[config.mk]
export PLATFORM = sky130hd
export DESIGN_NAME = cache_req_master
export DESIGN_NICKNAME = d
export VERILOG_FILES = /design/src/rtl/cache_req_master_pkg.sv /design/src/rtl/cache_req_master_sync_fifo.sv /design/src/rtl/cache_req_master.sv
export SDC_FILE = /design/constraint.sdc
export NUM_CORES = 1
export LEC_CHECK = 0
export CORE_ASPECT_RATIO = 0.9
export CORE_MARGIN = 3
export CORE_UTILIZATION = 60
export CTS_BUF_LIST = sky130_fd_sc_hd__clkbuf_4 sky130_fd_sc_hd__clkbuf_8 sky130_fd_sc_hd__clkbuf_16
export CTS_CLUSTER_SIZE = 14
export DETAILED_ROUTE_END_ITERATION = 12
export PLACE_DENSITY_LB_ADDON = 0.08
export SLEW_MARGIN = 20
export SYNTH_ARGS = -nofsm -noshare
export SYNTH_HDL_FRONTEND = slang
export SYNTH_SLANG_ARGS = --single-unit
[constraint.sdc]
create_clock -name clk -period 18.85 [get_ports clk]
set_input_delay 5.655 -clock clk [delete_from_list [all_inputs] [get_ports clk]]
set_output_delay 5.655 -clock clk [all_outputs]
set_load 0.1 [all_outputs]
[src/rtl/cache_req_master_pkg.sv]
// Shared definitions for the cache request master.
// Contents:
//   CpuAddrW / CpuDataW - CPU-port address and data widths (32)
//   CmdW                - packed command width: rw + check + addr + data (66)
//   state_e             - request FSM states (idle, issue, wait, gap)
//   cmd_t               - packed queued-command layout
//   sat_inc16           - saturating 16-bit increment for status counters
package cache_req_master_pkg;

    localparam int unsigned CpuAddrW = 32;
    localparam int unsigned CpuDataW = 32;
    localparam int unsigned CmdW     = 2 + CpuAddrW + CpuDataW;

    typedef enum logic [1:0] {
        StIdle  = 2'd0,
        StIssue = 2'd1,
        StWait  = 2'd2,
        StGap   = 2'd3
    } state_e;

    typedef struct packed {
        logic                rw;     // 1 = write
        logic                check;  // compare read data against data
        logic [CpuAddrW-1:0] addr;
        logic [CpuDataW-1:0] data;   // write data, or expected read data
    } cmd_t;

    function automatic logic [15:0] sat_inc16(input logic [15:0] v);
        return (v == 16'hFFFF) ? v : v + 16'd1;
    endfunction

endpackage

[src/rtl/cache_req_master_sync_fifo.sv]
// Synchronous show-ahead FIFO with registered full/empty flags.
// Parameters: WIDTH (entry width), DEPTH (entries, power of two, >= 2).
// Ports:
//   clk, rst            - clock, asynchronous active-high reset
//   wr_en_i, wr_data_i  - push request and data (ignored while full)
//   rd_en_i, rd_data_o  - pop request (ignored while empty), head entry
//   full_o, empty_o     - registered occupancy flags
module cache_req_master_sync_fifo #(
    parameter int unsigned WIDTH = 66,
    parameter int unsigned DEPTH = 4
) (
    input  logic             clk,
    input  logic             rst,
    input  logic             wr_en_i,
    input  logic [WIDTH-1:0] wr_data_i,
    input  logic             rd_en_i,
    output logic [WIDTH-1:0] rd_data_o,
    output logic             full_o,
    output logic             empty_o
);

    localparam int unsigned AddrW = (DEPTH > 1) ? $clog2(DEPTH) : 1;
    localparam logic [AddrW-1:0] PtrOne   = AddrW'(1);
    localparam logic [AddrW:0]   CntOne   = (AddrW + 1)'(1);
    localparam logic [AddrW:0]   CntDepth = (AddrW + 1)'(DEPTH);

    logic [WIDTH-1:0] mem_q [DEPTH];
    logic [AddrW-1:0] wr_ptr_q, rd_ptr_q;
    logic [AddrW:0]   count_q, count_d;
    logic             full_q, empty_q;
    logic             push, pop;

    assign push = wr_en_i & ~full_q;
    assign pop  = rd_en_i & ~empty_q;

    always_comb begin
        count_d = count_q;
        if (push && !pop) begin
            count_d = count_q + CntOne;
        end else if (pop && !push) begin
            count_d = count_q - CntOne;
        end
    end

    always_ff @(posedge clk or posedge rst) begin
        if (rst) begin
            wr_ptr_q <= '0;
            rd_ptr_q <= '0;
            count_q  <= '0;
            full_q   <= 1'b0;
            empty_q  <= 1'b1;
        end else begin
            if (push) wr_ptr_q <= wr_ptr_q + PtrOne;
            if (pop)  rd_ptr_q <= rd_ptr_q + PtrOne;
            count_q <= count_d;
            full_q  <= (count_d == CntDepth);
            empty_q <= (count_d == '0);
        end
    end

    // Storage needs no reset: entries are only read behind the empty flag.
    always_ff @(posedge clk) begin
        if (push) mem_q[wr_ptr_q] <= wr_data_i;
    end

    assign rd_data_o = mem_q[rd_ptr_q];
    assign full_o    = full_q;
    assign empty_o   = empty_q;

endmodule

[src/rtl/cache_req_master.sv]
// CPU-side request initiator for the direct-mapped cache controller.
// Queues read/write commands, issues each as a one-cycle valid pulse on the
// cache CPU port, waits for completion (or times out), checks read data and
// keeps done/error/timeout status.
// Parameters: FIFO_DEPTH (queue depth), GAP_CYCLES (idle cycles after each
//             response), TIMEOUT (WAIT-cycle budget, >= 1).
// Ports:
//   clk, rst                        - clock, asynchronous active-high reset
//   cmd_valid_i/cmd_ready_o         - command handshake (ready = queue not full)
//   cmd_rw_i, cmd_addr_i, cmd_data_i, cmd_check_i - command fields
//   cpu_req_valid_o/rw_o/addr_o/data_o - request to the cache
//   cpu_data_ready_i, cpu_data_i    - cache completion and read data
//   rsp_valid_o, rsp_data_o, rsp_err_o - one-cycle response pulse and payload
//   busy_o                          - FSM active or queue non-empty
//   done_cnt_o, err_cnt_o           - saturating completion / error counters
//   timeout_o                       - sticky timeout flag
module cache_req_master
    import cache_req_master_pkg::*;
#(
    parameter int unsigned FIFO_DEPTH = 4,
    parameter int unsigned GAP_CYCLES = 2,
    parameter int unsigned TIMEOUT    = 1000
) (
    input  logic                clk,
    input  logic                rst,
    input  logic                cmd_valid_i,
    output logic                cmd_ready_o,
    input  logic                cmd_rw_i,
    input  logic [CpuAddrW-1:0] cmd_addr_i,
    input  logic [CpuDataW-1:0] cmd_data_i,
    input  logic                cmd_check_i,
    output logic                cpu_req_valid_o,
    output logic                cpu_req_rw_o,
    output logic [CpuAddrW-1:0] cpu_req_addr_o,
    output logic [CpuDataW-1:0] cpu_req_data_o,
    input  logic                cpu_data_ready_i,
    input  logic [CpuDataW-1:0] cpu_data_i,
    output logic                rsp_valid_o,
    output logic [CpuDataW-1:0] rsp_data_o,
    output logic                rsp_err_o,
    output logic                busy_o,
    output logic [15:0]         done_cnt_o,
    output logic [15:0]         err_cnt_o,
    output logic                timeout_o
);

    // The response pulse follows the deciding WAIT edge by one cycle, so the
    // timeout decision is made on the WAIT cycle whose count is TIMEOUT-2.
    // That lands rsp_valid_o exactly TIMEOUT cycles after the ISSUE cycle.
    localparam logic [31:0] WaitLast = (TIMEOUT > 1) ? 32'(TIMEOUT - 2) : 32'd0;
    localparam logic [31:0] GapLast  = (GAP_CYCLES > 0) ? 32'(GAP_CYCLES - 1) : 32'd0;
    localparam bit          HasGap   = (GAP_CYCLES != 0);

    cmd_t            push_cmd, head_cmd;
    logic [CmdW-1:0] head_raw;
    logic            fifo_full, fifo_empty, pop;

    state_e          state_q, state_d;
    cmd_t            req_q, req_d;
    logic [31:0]     wait_cnt_q, wait_cnt_d;
    logic [31:0]     gap_cnt_q, gap_cnt_d;
    logic            rsp_valid_q, rsp_valid_d;
    logic [CpuDataW-1:0] rsp_data_q, rsp_data_d;
    logic            rsp_err_q, rsp_err_d;
    logic [15:0]     done_cnt_q, done_cnt_d;
    logic [15:0]     err_cnt_q, err_cnt_d;
    logic            timeout_q, timeout_d;
    logic            complete;

    always_comb begin
        push_cmd.rw    = cmd_rw_i;
        push_cmd.check = cmd_check_i;
        push_cmd.addr  = cmd_addr_i;
        push_cmd.data  = cmd_data_i;
    end

    assign head_cmd = cmd_t'(head_raw);

    cache_req_master_sync_fifo #(
        .WIDTH (CmdW),
        .DEPTH (FIFO_DEPTH)
    ) u_cmd_fifo (
        .clk       (clk),
        .rst       (rst),
        .wr_en_i   (cmd_valid_i),
        .wr_data_i (push_cmd),
        .rd_en_i   (pop),
        .rd_data_o (head_raw),
        .full_o    (fifo_full),
        .empty_o   (fifo_empty)
    );

    always_comb begin
        state_d     = state_q;
        req_d       = req_q;
        wait_cnt_d  = wait_cnt_q;
        gap_cnt_d   = gap_cnt_q;
        rsp_valid_d = 1'b0;
        rsp_data_d  = rsp_data_q;
        rsp_err_d   = rsp_err_q;
        done_cnt_d  = done_cnt_q;
        err_cnt_d   = err_cnt_q;
        timeout_d   = timeout_q;
        pop         = 1'b0;
        complete    = 1'b0;

        case (state_q)
            StIdle: begin
                if (!fifo_empty) begin
                    pop     = 1'b1;
                    req_d   = head_cmd;
                    state_d = StIssue;
                end
            end
            StIssue: begin
                wait_cnt_d = '0;
                state_d    = StWait;
            end
            StWait: begin
                // Ready wins over a timeout landing on the same cycle.
                if (cpu_data_ready_i) begin
                    complete   = 1'b1;
                    rsp_data_d = cpu_data_i;
                    rsp_err_d  = !req_q.rw && req_q.check && (cpu_data_i != req_q.data);
                end else if (wait_cnt_q >= WaitLast) begin
                    complete   = 1'b1;
                    rsp_data_d = '0;
                    rsp_err_d  = 1'b1;
                    timeout_d  = 1'b1;
                end else begin
                    wait_cnt_d = wait_cnt_q + 32'd1;
                end
                if (complete) begin
                    rsp_valid_d = 1'b1;
                    done_cnt_d  = sat_inc16(done_cnt_q);
                    if (rsp_err_d) err_cnt_d = sat_inc16(err_cnt_q);
                    gap_cnt_d   = '0;
                    state_d     = HasGap ? StGap : StIdle;
                end
            end
            StGap: begin
                if (gap_cnt_q >= GapLast) begin
                    state_d = StIdle;
                end else begin
                    gap_cnt_d = gap_cnt_q + 32'd1;
                end
            end
            default: state_d = StIdle;
        endcase
    end

    always_ff @(posedge clk or posedge rst) begin
        if (rst) begin
            state_q     <= StIdle;
            req_q       <= '0;
            wait_cnt_q  <= '0;
            gap_cnt_q   <= '0;
            rsp_valid_q <= 1'b0;
            rsp_data_q  <= '0;
            rsp_err_q   <= 1'b0;
            done_cnt_q  <= '0;
            err_cnt_q   <= '0;
            timeout_q   <= 1'b0;
        end else begin
            state_q     <= state_d;
            req_q       <= req_d;
            wait_cnt_q  <= wait_cnt_d;
            gap_cnt_q   <= gap_cnt_d;
            rsp_valid_q <= rsp_valid_d;
            rsp_data_q  <= rsp_data_d;
            rsp_err_q   <= rsp_err_d;
            done_cnt_q  <= done_cnt_d;
            err_cnt_q   <= err_cnt_d;
            timeout_q   <= timeout_d;
        end
    end

    // Request fields come straight from req_q, so they hold through WAIT.
    assign cpu_req_valid_o = (state_q == StIssue);
    assign cpu_req_rw_o    = req_q.rw;
    assign cpu_req_addr_o  = req_q.addr;
    assign cpu_req_data_o  = req_q.data;

    assign cmd_ready_o = ~fifo_full;
    assign busy_o      = (state_q != StIdle) || !fifo_empty;
    assign rsp_valid_o = rsp_valid_q;
    assign rsp_data_o  = rsp_data_q;
    assign rsp_err_o   = rsp_err_q;
    assign done_cnt_o  = done_cnt_q;
    assign err_cnt_o   = err_cnt_q;
    assign timeout_o   = timeout_q;

endmodule

==> impl_metrics.csv, run 1 <==
group,metric,value,unit
run_status,status,"completed",
timing,setup_viol,0,
global_routing,grt-ovfl-total,0,
clocking,post-cts-setup-buffers,0,
timing,fmax,122.6,MHz
worst_setup_path,arrival,2.50,ns
floorplanning,die-area,33470,µm²
logic_synthesis,async_reset_ff_frac,0.4407,
logic_synthesis,yosysSeqAreaShare,0.6991,
detailed_routing,via_per_inst,5.811,
logic_synthesis,yosysTopAreaCellShare,0.4220,
clocking,clk_latency,0.55,ns
worst_setup_path,start_kind,"register",
logic_synthesis,synth_edf_count,264,
global_routing,grt_max_degree,94,
min_path,hold_start,"wait_cnt_q[31]",
worst_setup_path,r2r_cells,11,
logic_synthesis,syn_nets,1241,
power_and_ir_drop,p_total,4.297,mW
clocking,clkTransAtPathRegs,0.06,ns
detailed_routing,final_antenna_net_count,0,
placement,gp_congestion,0.8308,
worst_setup_path,critical_path_class,"reg2out",
placement,dp.cells,1662,
global_routing,grtUsageTotal,0.2423,
layout,drive_gt1_frac,0.1794,
min_path,hold_class,"reg2reg",
logic_synthesis,ys_types,46,
worst_setup_path,r2r_slack,15.77,ns
timing,period_minus_slack,8.160,ns
floorplanning,die_w,192.5,µm
timing,timing.hold.ws,0.4883,ns
logic_synthesis,avgSynthCellArea,16.76,µm²
logic_synthesis,syn_inst,1121,
clocking,tritoncts,"built",
detailed_routing,dr.first_iter.drc_count,719,
detailed_routing,vias,10151,
power_and_ir_drop,ir_drop,0.1380,mV
logic_synthesis,ys_seq_elements,472,
detailed_routing,drcViolationCount,0,
global_routing,grt_pass1_wl,62610,µm
timing,period_share,0.4329,
layout,nets,1427,
logic_synthesis,synthTopCellsByArea,"edfxtp_1 (42%), dfrtp_1 (28%), mux4_2 (7.9%)",
clocking,cts_hold_buf,0,
layout,final_cells,1747,
detailed_routing,wl_per_cell,22.53,µm
worst_setup_path,max_stage_delay,1.15,ns
worst_setup_path,crit_buf_inv,2,
worst_setup_path,crit_chain,"inv_1, ha_1, nand2_1, clkdlybuf4s50_1",
global_routing,antenna_found_initial,4,
worst_setup_path,crit_path_top_delay_cell,"clkdlybuf4s50_1",
layout,fillCellCount,1849,
logic_synthesis,yosys.area.top_type,"edfxtp_1",
power_and_ir_drop,power.density,189.9,nW/µm²
detailed_routing,dr.pass1.iters,5,
placement,hpwlAfterDp,23950,µm
clocking,cts-resized-gates,0,
layout,final_area,22620,µm²
worst_setup_path,cp-end-kind,"output port",
timing,relSlewSlack,0.2845,
power_and_ir_drop,p_leak,8.513,nW
worst_setup_path,crit_required,13.19,ns
timing,worstMarginPinSlew,1.073,ns
worst_setup_path,cp_top_family,"buffers and inverters",
floorplanning,rows,60,
floorplanning,fp.coreArea,30400,µm²
timing,drv_slew,0,
logic_synthesis,synth_ff_type,"edfxtp_1",
worst_setup_path,rr_startpoint,"wait_cnt_q[0]",
floorplanning,ioPinCount,237,
run,max-cap-violations,0,
worst_setup_path,cp_max_fo,4,
clocking,h-tree-depth,2,
floorplanning,die-height,173.9,µm
min_path,holdPathStages,1,
placement,placed_cell_area,21110,µm²
layout,area_growth,20.43,%
clocking,cts_buffers,46,
placement,port_buffers,236,
timing,setup-tns-final,0,ns
clocking,clockBufferDepth,3,
clocking,clockRootBuffer,"clkbuf_16",
logic_synthesis,yosys_warnings,0,
clocking,clock_sinks,472,
timing,rsz0062_at_grt,"no",
detailed_routing,routed_wl,39370,µm
global_routing,first_global_vias,10941,
floorplanning,start_util,0.6179,
timing,clock_skew,0.01786,ns
logic_synthesis,syn_area,18790,µm²
worst_setup_path,r2r_end,"done_cnt_o[15]",
timing,finalHoldViolations,0,
min_path,worstHoldEndpoint,"wait_cnt_q[31]",
## placed cells by master, fill, tap and decap left out, types with 3 or more instances in the layout
cell / instances
and2_1: 34
inv_1: 20
clkbuf_4: 10
and4_1: 6
clkinv_1: 3
o31ai_1: 4
nand2_1: 30
and3_1: 14
ha_1: 18
a21oi_1: 9
o21ai_0: 12
a22o_1: 33
clkbuf_16: 48
nor2b_1: 5
nor3_1: 7
o21a_1: 11
and2_4: 4
nand4_1: 29
xor2_1: 7
nor2_1: 34
nand2b_1: 4
edfxtp_1: 264
xnor2_1: 62
clkdlybuf4s50_1: 236
clkbuf_8: 11
or3_1: 4
mux2_2: 68
mux4_2: 66
clkinv_2: 8
nand3_1: 20
a31oi_1: 7
nor4_1: 14
dfrtp_1: 205
buf_4: 11
## state kept, by name (all words and copies together), names as in the netlist, 2 cells and up
register	count
u_cmd_fifo.wr_ptr_q	2
u_cmd_fifo.rd_ptr_q	2
rsp_data_o	32
cpu_req_data_o	32
err_cnt_o	16
gap_cnt_q	32
done_cnt_o	16
state_q	2
cpu_req_addr_o	32
wait_cnt_q	32
u_cmd_fifo.mem_q	264
u_cmd_fifo.count_q	3
## how the worst max path moves through the flow
stage / endpoint / cells past startpoint / start
2_1_floorplan: cpu_req_addr_o[0] / 1 / rst
3_3_place_gp: err_cnt_o[1] / 7 / cpu_data_i[10]
3_5_place_dp: err_cnt_o[1] / 7 / cpu_data_i[10]
4_1_cts: busy_o / 4 / state_q[0]
5_1_grt: busy_o / 4 / state_q[1]
6_report: busy_o / 4 / state_q[0]
## final cells by class
type,instances,area (µm²),area share
multi-input cells,519,4933,0.2181
repair buffers,247,2445,0.1081
clock inverters,15,83.83,0.003705
clock buffers,69,1428,0.06310
inverters,21,86.33,0.003816
diodes,1,2.502,0.0001106
well taps,403,504.2,0.02229
flip-flops and latches,472,13140,0.5809
## layer usage
layer / global-route usage / share of wire / up-vias
li1: - / - / 4545
met3: 0.04590 / 0.053 / 86
met1: 0.3421 / 0.42 / 5219
met4: 0.07587 / 0.031 / 6
met5: 0 / 0.0011 / -
met2: 0.3889 / 0.49 / 295
## synth_stat cells (2+ instances only)
cell type and number:
and2_1 38, or3_1 4, xnor2_1 62, dfrtp_1 207
xor2_1 7, buf_1 4, nand2_1 30, buf_4 64
nand4_1 29, nor3_1 7, ha_1 18, nand2b_1 4
a22o_1 33, o31ai_1 4, mux2_2 68, a21oi_1 9
nor4_1 14, nand3_1 20, o21a_1 11, nor4b_1 2
a22oi_1 2, nor2_1 34, a31oi_1 7, and3_1 14
nor2b_1 6, inv_1 21, mux4_2 66, and4_1 6
clkbuf_1 39, edfxtp_1 264, o21ai_0 12
## power breakdown
group,switching [mW],internal [mW],total [mW]
clock,0.375,0.525,0.899
combinational,1.28,0.575,1.86
sequential,0.193,1.35,1.54
## per-stage QoR
stage          setup WS, ns    util
2_1_floorplan         7.516       -
3_3_place_gp          10.42  0.6943
3_5_place_dp          10.40  0.6943
4_1_cts               10.66  0.7440
5_1_grt               10.61  0.7441
6_report              10.69  0.7441
## cell families after synthesis
kind of cell | after synthesis | share of synthesized area
flip-flops | 472 | 0.6991
AND/OR/NAND/NOR | 212 | 0.06220
multiplexers | 135 | 0.1204
buffers and inverters | 130 | 0.03923
AO/OA/AOI/OAI | 85 | 0.03490
XOR/XNOR | 69 | 0.03217
adder cells (fa/ha/maj) | 18 | 0.01199
Power figures use the tool's default switching activity.
==> run 2: changes to the inputs <==
--- a/config.mk
+++ b/config.mk
@@ -7,7 +7,7 @@
 export LEC_CHECK = 0
 export CORE_ASPECT_RATIO = 0.9
 export CORE_MARGIN = 3
-export CORE_UTILIZATION = 60
+export CORE_UTILIZATION = 50
 export CTS_BUF_LIST = sky130_fd_sc_hd__clkbuf_4 sky130_fd_sc_hd__clkbuf_8 sky130_fd_sc_hd__clkbuf_16
 export CTS_CLUSTER_SIZE = 14
 export DETAILED_ROUTE_END_ITERATION = 12
==> constraint.sdc (replaced) <==
create_clock -name clk -period 6.77 [get_ports clk]
set_input_delay 2.031 -clock clk [delete_from_list [all_inputs] [get_ports clk]]
set_output_delay 2.031 -clock clk [all_outputs]
set_load 0.1 [all_outputs]
==> run 2 against run 1 <==
Via count down 2.0%. Combinational power rose to 2.8 times the previous value. Clock power rose to 2.8 times the previous value. Largest power group unchanged. Routed wire length up 2.7%. First-iteration DRC count down 17%. Global-route usage down 3.4 points. Count of clock-buffer cells in the layout up 2. Clock skew down 0.0044 ns. Utilization down 12 points. Sequential cell count unchanged.
==> impl_metrics.csv, run 2 (synthesis gave the netlist of run 1 again) <==
group,metric,value,unit
run_status,status,"completed",
clocking,clock_sinks,472,
worst_setup_path,crit_chain,"inv_1, ha_1, nand2_1, clkdlybuf4s50_1",
detailed_routing,via_per_inst,5.452,
placement,placed_cell_area,21220,µm²
clocking,clockBufferDepth,3,
timing,period_minus_slack,4.548,ns
floorplanning,start_util,0.5135,
worst_setup_path,critical_path_class,"reg2out",
detailed_routing,vias,9950,
clocking,cts-resized-gates,0,
floorplanning,die-height,189.9,µm
clocking,clkTransAtPathRegs,0.06,ns
timing,relSlewSlack,0.3045,
clocking,clk_latency,0.56,ns
detailed_routing,routed_wl,40440,µm
clocking,tritoncts,"built",
timing,setup_viol,0,
min_path,hold_class,"reg2reg",
global_routing,first_global_vias,10695,
clocking,cts_buffers,47,
worst_setup_path,r2r_slack,3.62,ns
clocking,h-tree-depth,2,
timing,period_share,0.6718,
timing,rsz0062_at_grt,"no",
layout,largest_register_ffs,264,
detailed_routing,dr.first_iter.drc_count,597,
timing,setup-tns-final,0,ns
worst_setup_path,crit_required,4.74,ns
worst_setup_path,cp_max_fo,4,
layout,drive_gt1_frac,0.1810,
clocking,clockRootBuffer,"clkbuf_16",
layout,post-route-util,0.6230,
timing,fmax,219.9,MHz
placement,port_buffers,236,
layout,layout_common_cells,"edfxtp_1 (264), clkdlybuf4s50_1 (236), dfrtp_1 (205)",
layout,final_area,22790,µm²
timing,clock_skew,0.01343,ns
placement,dp.cells,1736,
global_routing,grtUsageTotal,0.2080,
worst_setup_path,crit_path_top_delay_cell,"clkdlybuf4s50_1",
floorplanning,die_w,210.3,µm
worst_setup_path,cp_top_family,"buffers and inverters",
run,max-cap-violations,0,
detailed_routing,drcViolationCount,0,
power_and_ir_drop,power.density,528.5,nW/µm²
global_routing,grt_max_degree,144,
layout,fillCellCount,2700,
global_routing,grt-ovfl-total,0,
global_routing,grt_pass1_wl,63550,µm
clocking,cts_hold_buf,0,
worst_setup_path,max_stage_delay,1.15,ns
floorplanning,die-area,39940,µm²
layout,top_register,"u_cmd_fifo.mem_q",
floorplanning,rows,66,
floorplanning,ioPinCount,237,
placement,hpwlAfterDp,25250,µm
power_and_ir_drop,p_leak,8.550,nW
timing,finalHoldViolations,0,
layout,nets,1430,
global_routing,antenna_found_initial,4,
power_and_ir_drop,ir_drop,0.3512,mV
detailed_routing,final_antenna_net_count,0,
detailed_routing,wl_per_cell,22.16,µm
layout,area_growth,21.31,%
worst_setup_path,cp-end-kind,"output port",
layout,final_cells,1825,
timing,worstMarginPinSlew,1.040,ns
timing,drv_slew,0,
worst_setup_path,crit_buf_inv,2,
placement,pre_cts_ws,2.107,ns
worst_setup_path,arrival,2.52,ns
clocking,post-cts-setup-buffers,0,
placement,gp_congestion,0.7657,
worst_setup_path,start_kind,"register",
timing,worst_slack,2.222,ns
floorplanning,fp.coreArea,36580,µm²
layout,final_common_cell,"edfxtp_1",
detailed_routing,dr.pass1.iters,5,
run 2: final timing paths:
kind,from,to,depth (start not counted)
setup / recovery,state_q[0],busy_o,4
hold / removal,timeout_o,timeout_o,2
setup reg to reg,wait_cnt_q[0],wait_cnt_q[7],10
hold reg to reg,timeout_o,timeout_o,2
max in group asynchronous,rst,u_cmd_fifo.rd_ptr_q[1],3
min in group asynchronous,rst,wait_cnt_q[1],3
run 2: area by class of cell:
cell class,count,area [µm²],area share
antenna,1,2.502,0.0001098
tap,476,595.6,0.02613
clock inverter,16,101.3,0.004447
sequential,472,13140,0.5766
timing repair buffer,249,2492,0.1094
multi-input combinational,519,4933,0.2165
clock buffer,71,1441,0.06324
inverter,21,82.58,0.003623
run 2: report_power, final:
part           total [mW]  leakage (nW)  internal [mW]  switching, mW
sequential           4.23          5.08           3.75          0.482
combinational        5.25          2.69           1.61           3.64
clock                2.56         0.783           1.51           1.05
total                12.0          8.55           6.87           5.17
run 2: through the flow:
stage / hold WS, ns / power (mW)
5_1_grt: 0.4969 / 12.58
4_1_cts: 0.4878 / 12.20
6_report: 0.4788 / 12.04
3_5_place_dp: 0.4712 / 9.605
2_1_floorplan: 0.4539 / 8.474
3_3_place_gp: 0.4546 / 9.548
run 2: worst min-delay path: cells and delay by family (launching register included):
| kind | cells | cell delay, ns |
|---|---|---|
| DFF | 1 | 0.35 |
| buffers and inverters | 1 | 0.05 |
| AOI/OAI and AO/OA | 1 | 0.05 |
run 2: metal layers:
metal  global-route usage  share of wire  up-vias
li1                     -              -     4544
met4              0.05600          0.021        6
met2               0.3413           0.49      225
met1               0.2855           0.44     5113
met5                    0         0.0012        -
met3              0.04600          0.054       62
==> run 3: changes to the inputs <==
--- a/config.mk
+++ b/config.mk
@@ -7,7 +7,7 @@
 export LEC_CHECK = 0
 export CORE_ASPECT_RATIO = 0.9
 export CORE_MARGIN = 3
-export CORE_UTILIZATION = 50
+export CORE_UTILIZATION = 55
 export CTS_BUF_LIST = sky130_fd_sc_hd__clkbuf_4 sky130_fd_sc_hd__clkbuf_8 sky130_fd_sc_hd__clkbuf_16
 export CTS_CLUSTER_SIZE = 14
 export DETAILED_ROUTE_END_ITERATION = 12
==> constraint.sdc (replaced) <==
create_clock -name clk -period 4.4 [get_ports clk]
set_input_delay 1.32 -clock clk [delete_from_list [all_inputs] [get_ports clk]]
set_output_delay 1.32 -clock clk [all_outputs]
set_load 0.1 [all_outputs]
==> run 3 against run 2 <==
Global-route usage is 1.0 points higher. Highest routed layer unchanged. Sequential power is 56% higher. Clock power up 54%. Power rose by 54%. Critical path type unchanged. Clock skew up 0.0060 ns. Final cell count is 0.99% lower. Non-clock buffer count is 5 higher. Sequential cell count stayed put.
==> impl_metrics.csv, run 3 (synthesis gave the netlist of run 1 again) <==
group,metric,value,unit
run_status,status,"completed",
timing,setup-tns-final,0,ns
detailed_routing,dr.pass1.iters,5,
clocking,clockBufferDepth,3,
floorplanning,die_w,200.8,µm
worst_setup_path,max_stage_delay,1.13,ns
clocking,clock_sinks,472,
layout,nets,1434,
timing,drv_slew,0,
detailed_routing,drcViolationCount,0,
layout,n_antenna_cell,0,
global_routing,grt-ovfl-total,0,
timing,finalHoldViolations,0,
global_routing,antenna_found_initial,4,
clocking,cts-resized-gates,0,
detailed_routing,vias,9982,
timing,rsz0062_at_grt,"no",
worst_setup_path,cp_top_family,"buffers and inverters",
global_routing,grt_pass1_wl,61740,µm
worst_setup_path,cp_max_fo,4,
layout,drive_gt1_frac,0.1849,
worst_setup_path,crit_required,3.08,ns
floorplanning,start_util,0.5634,
layout,final_common_cell,"edfxtp_1",
clocking,cts_buffers,46,
detailed_routing,routed_wl,39170,µm
detailed_routing,via_per_inst,5.524,
power_and_ir_drop,power.density,813.3,nW/µm²
clocking,clk_latency,0.56,ns
clocking,post-cts-setup-buffers,0,
power_and_ir_drop,ir_drop,0.6176,mV
run,max-cap-violations,0,
layout,largest_register_ffs,264,
detailed_routing,final_antenna_net_count,0,
floorplanning,fp.coreArea,33340,µm²
timing,period_share,0.8404,
timing,relSlewSlack,0.2946,
timing,period_minus_slack,3.698,ns
min_path,hold_class,"reg2reg",
layout,area_growth,21.68,%
clocking,clockRootBuffer,"clkbuf_16",
worst_setup_path,arrival,2.38,ns
worst_setup_path,start_kind,"register",
layout,layout_common_cells,"edfxtp_1 (264), clkdlybuf4s50_1 (233), dfrtp_1 (205)",
timing,clock_skew,0.01945,ns
floorplanning,die-area,36410,µm²
worst_setup_path,critical_path_class,"reg2out",
placement,gp_congestion,0.8078,
clocking,tritoncts,"built",
power_and_ir_drop,p_leak,8.591,nW
clocking,h-tree-depth,2,
layout,top_register,"u_cmd_fifo.mem_q",
timing,setup_viol,0,
placement,port_buffers,236,
global_routing,first_global_vias,10490,
placement,hpwlAfterDp,25280,µm
worst_setup_path,crit_path_top_delay_cell,"clkdlybuf4s50_1",
worst_setup_path,cp-end-kind,"output port",
worst_setup_path,crit_chain,"inv_1, ha_1, clkdlybuf4s50_1",
worst_setup_path,crit_buf_inv,2,
clocking,cts_hold_buf,0,
timing,worstMarginPinSlew,1.058,ns
detailed_routing,wl_per_cell,21.68,µm
floorplanning,ioPinCount,237,
clocking,clkTransAtPathRegs,0.06,ns
detailed_routing,dr.first_iter.drc_count,538,
timing,timing.hold.ws,0.4670,ns
timing,fmax,270.4,MHz
floorplanning,die-height,181.3,µm
global_routing,grtUsageTotal,0.2184,
floorplanning,rows,63,
global_routing,grt_max_degree,93,
run 3: area by class of cell:
| type | count | area, µm² |
|---|---|---|
| Inverter | 21 | 82.58 |
| Clock inverter | 21 | 219.0 |
| Sequential cell | 472 | 13140 |
| Clock buffer | 65 | 1324 |
| Multi-Input combinational cell | 519 | 4933 |
| Fill cell | 2271 | 10480 |
| Tap cell | 455 | 569.3 |
| Timing Repair Buffer | 254 | 2590 |
run 3: tightest hold or removal path, delay by kind of cell, from the launching register on:
family / cells / cell delay (ns)
buffers and inverters: 1 / 0.05
flip-flops: 1 / 0.34
AO/OA/AOI/OAI: 1 / 0.05
run 3: path summary, 6_finish.rpt:
path                                from                     end  slack (ns)  cells past startpoint
setup / recovery              state_q[1]         cpu_req_valid_o        0.70                      3
max in group asynchronous            rst  u_cmd_fifo.rd_ptr_q[0]        2.21                      3
hold reg to reg                timeout_o               timeout_o        0.47                      2
hold / removal                 timeout_o               timeout_o        0.47                      2
min in group asynchronous            rst          rsp_data_o[13]        1.22                      2
setup reg to reg           wait_cnt_q[0]           wait_cnt_q[7]        1.44                      9
run 3: report_power, final:
part | internal, mW | leakage [nW] | switching, mW
logic | 2.53 | 2.73 | 5.51
registers | 5.77 | 5.08 | 0.838
clock network | 2.35 | 0.779 | 1.60
run 3: metrics by stage:
| stage | setup slack [ns] | instance area [µm²] | cells | total power [mW] | util |
|---|---|---|---|---|---|
| floorplan | 0.3806 | 18790 | 1121 | 13.04 | - |
| global placement | 0.3281 | 21320 | 1721 | 14.70 | 0.6393 |
| detailed placement | 0.3210 | 21320 | 1721 | 14.80 | 0.6393 |
| CTS | 0.6741 | 22860 | 1807 | 18.79 | 0.6856 |
| global route | 0.5994 | 22860 | 1807 | 19.35 | 0.6856 |
| finish | 0.7023 | 22860 | 1807 | 18.59 | 0.6856 |
run 3: metal layers:
metal	vias to the layer above	global-route usage	share of wire
met3	56	0.04630	0.050
met5	-	0	0.0016
met4	8	0.04805	0.017
met2	237	0.3662	0.50
met1	5131	0.2998	0.43
li1	4550	-	-
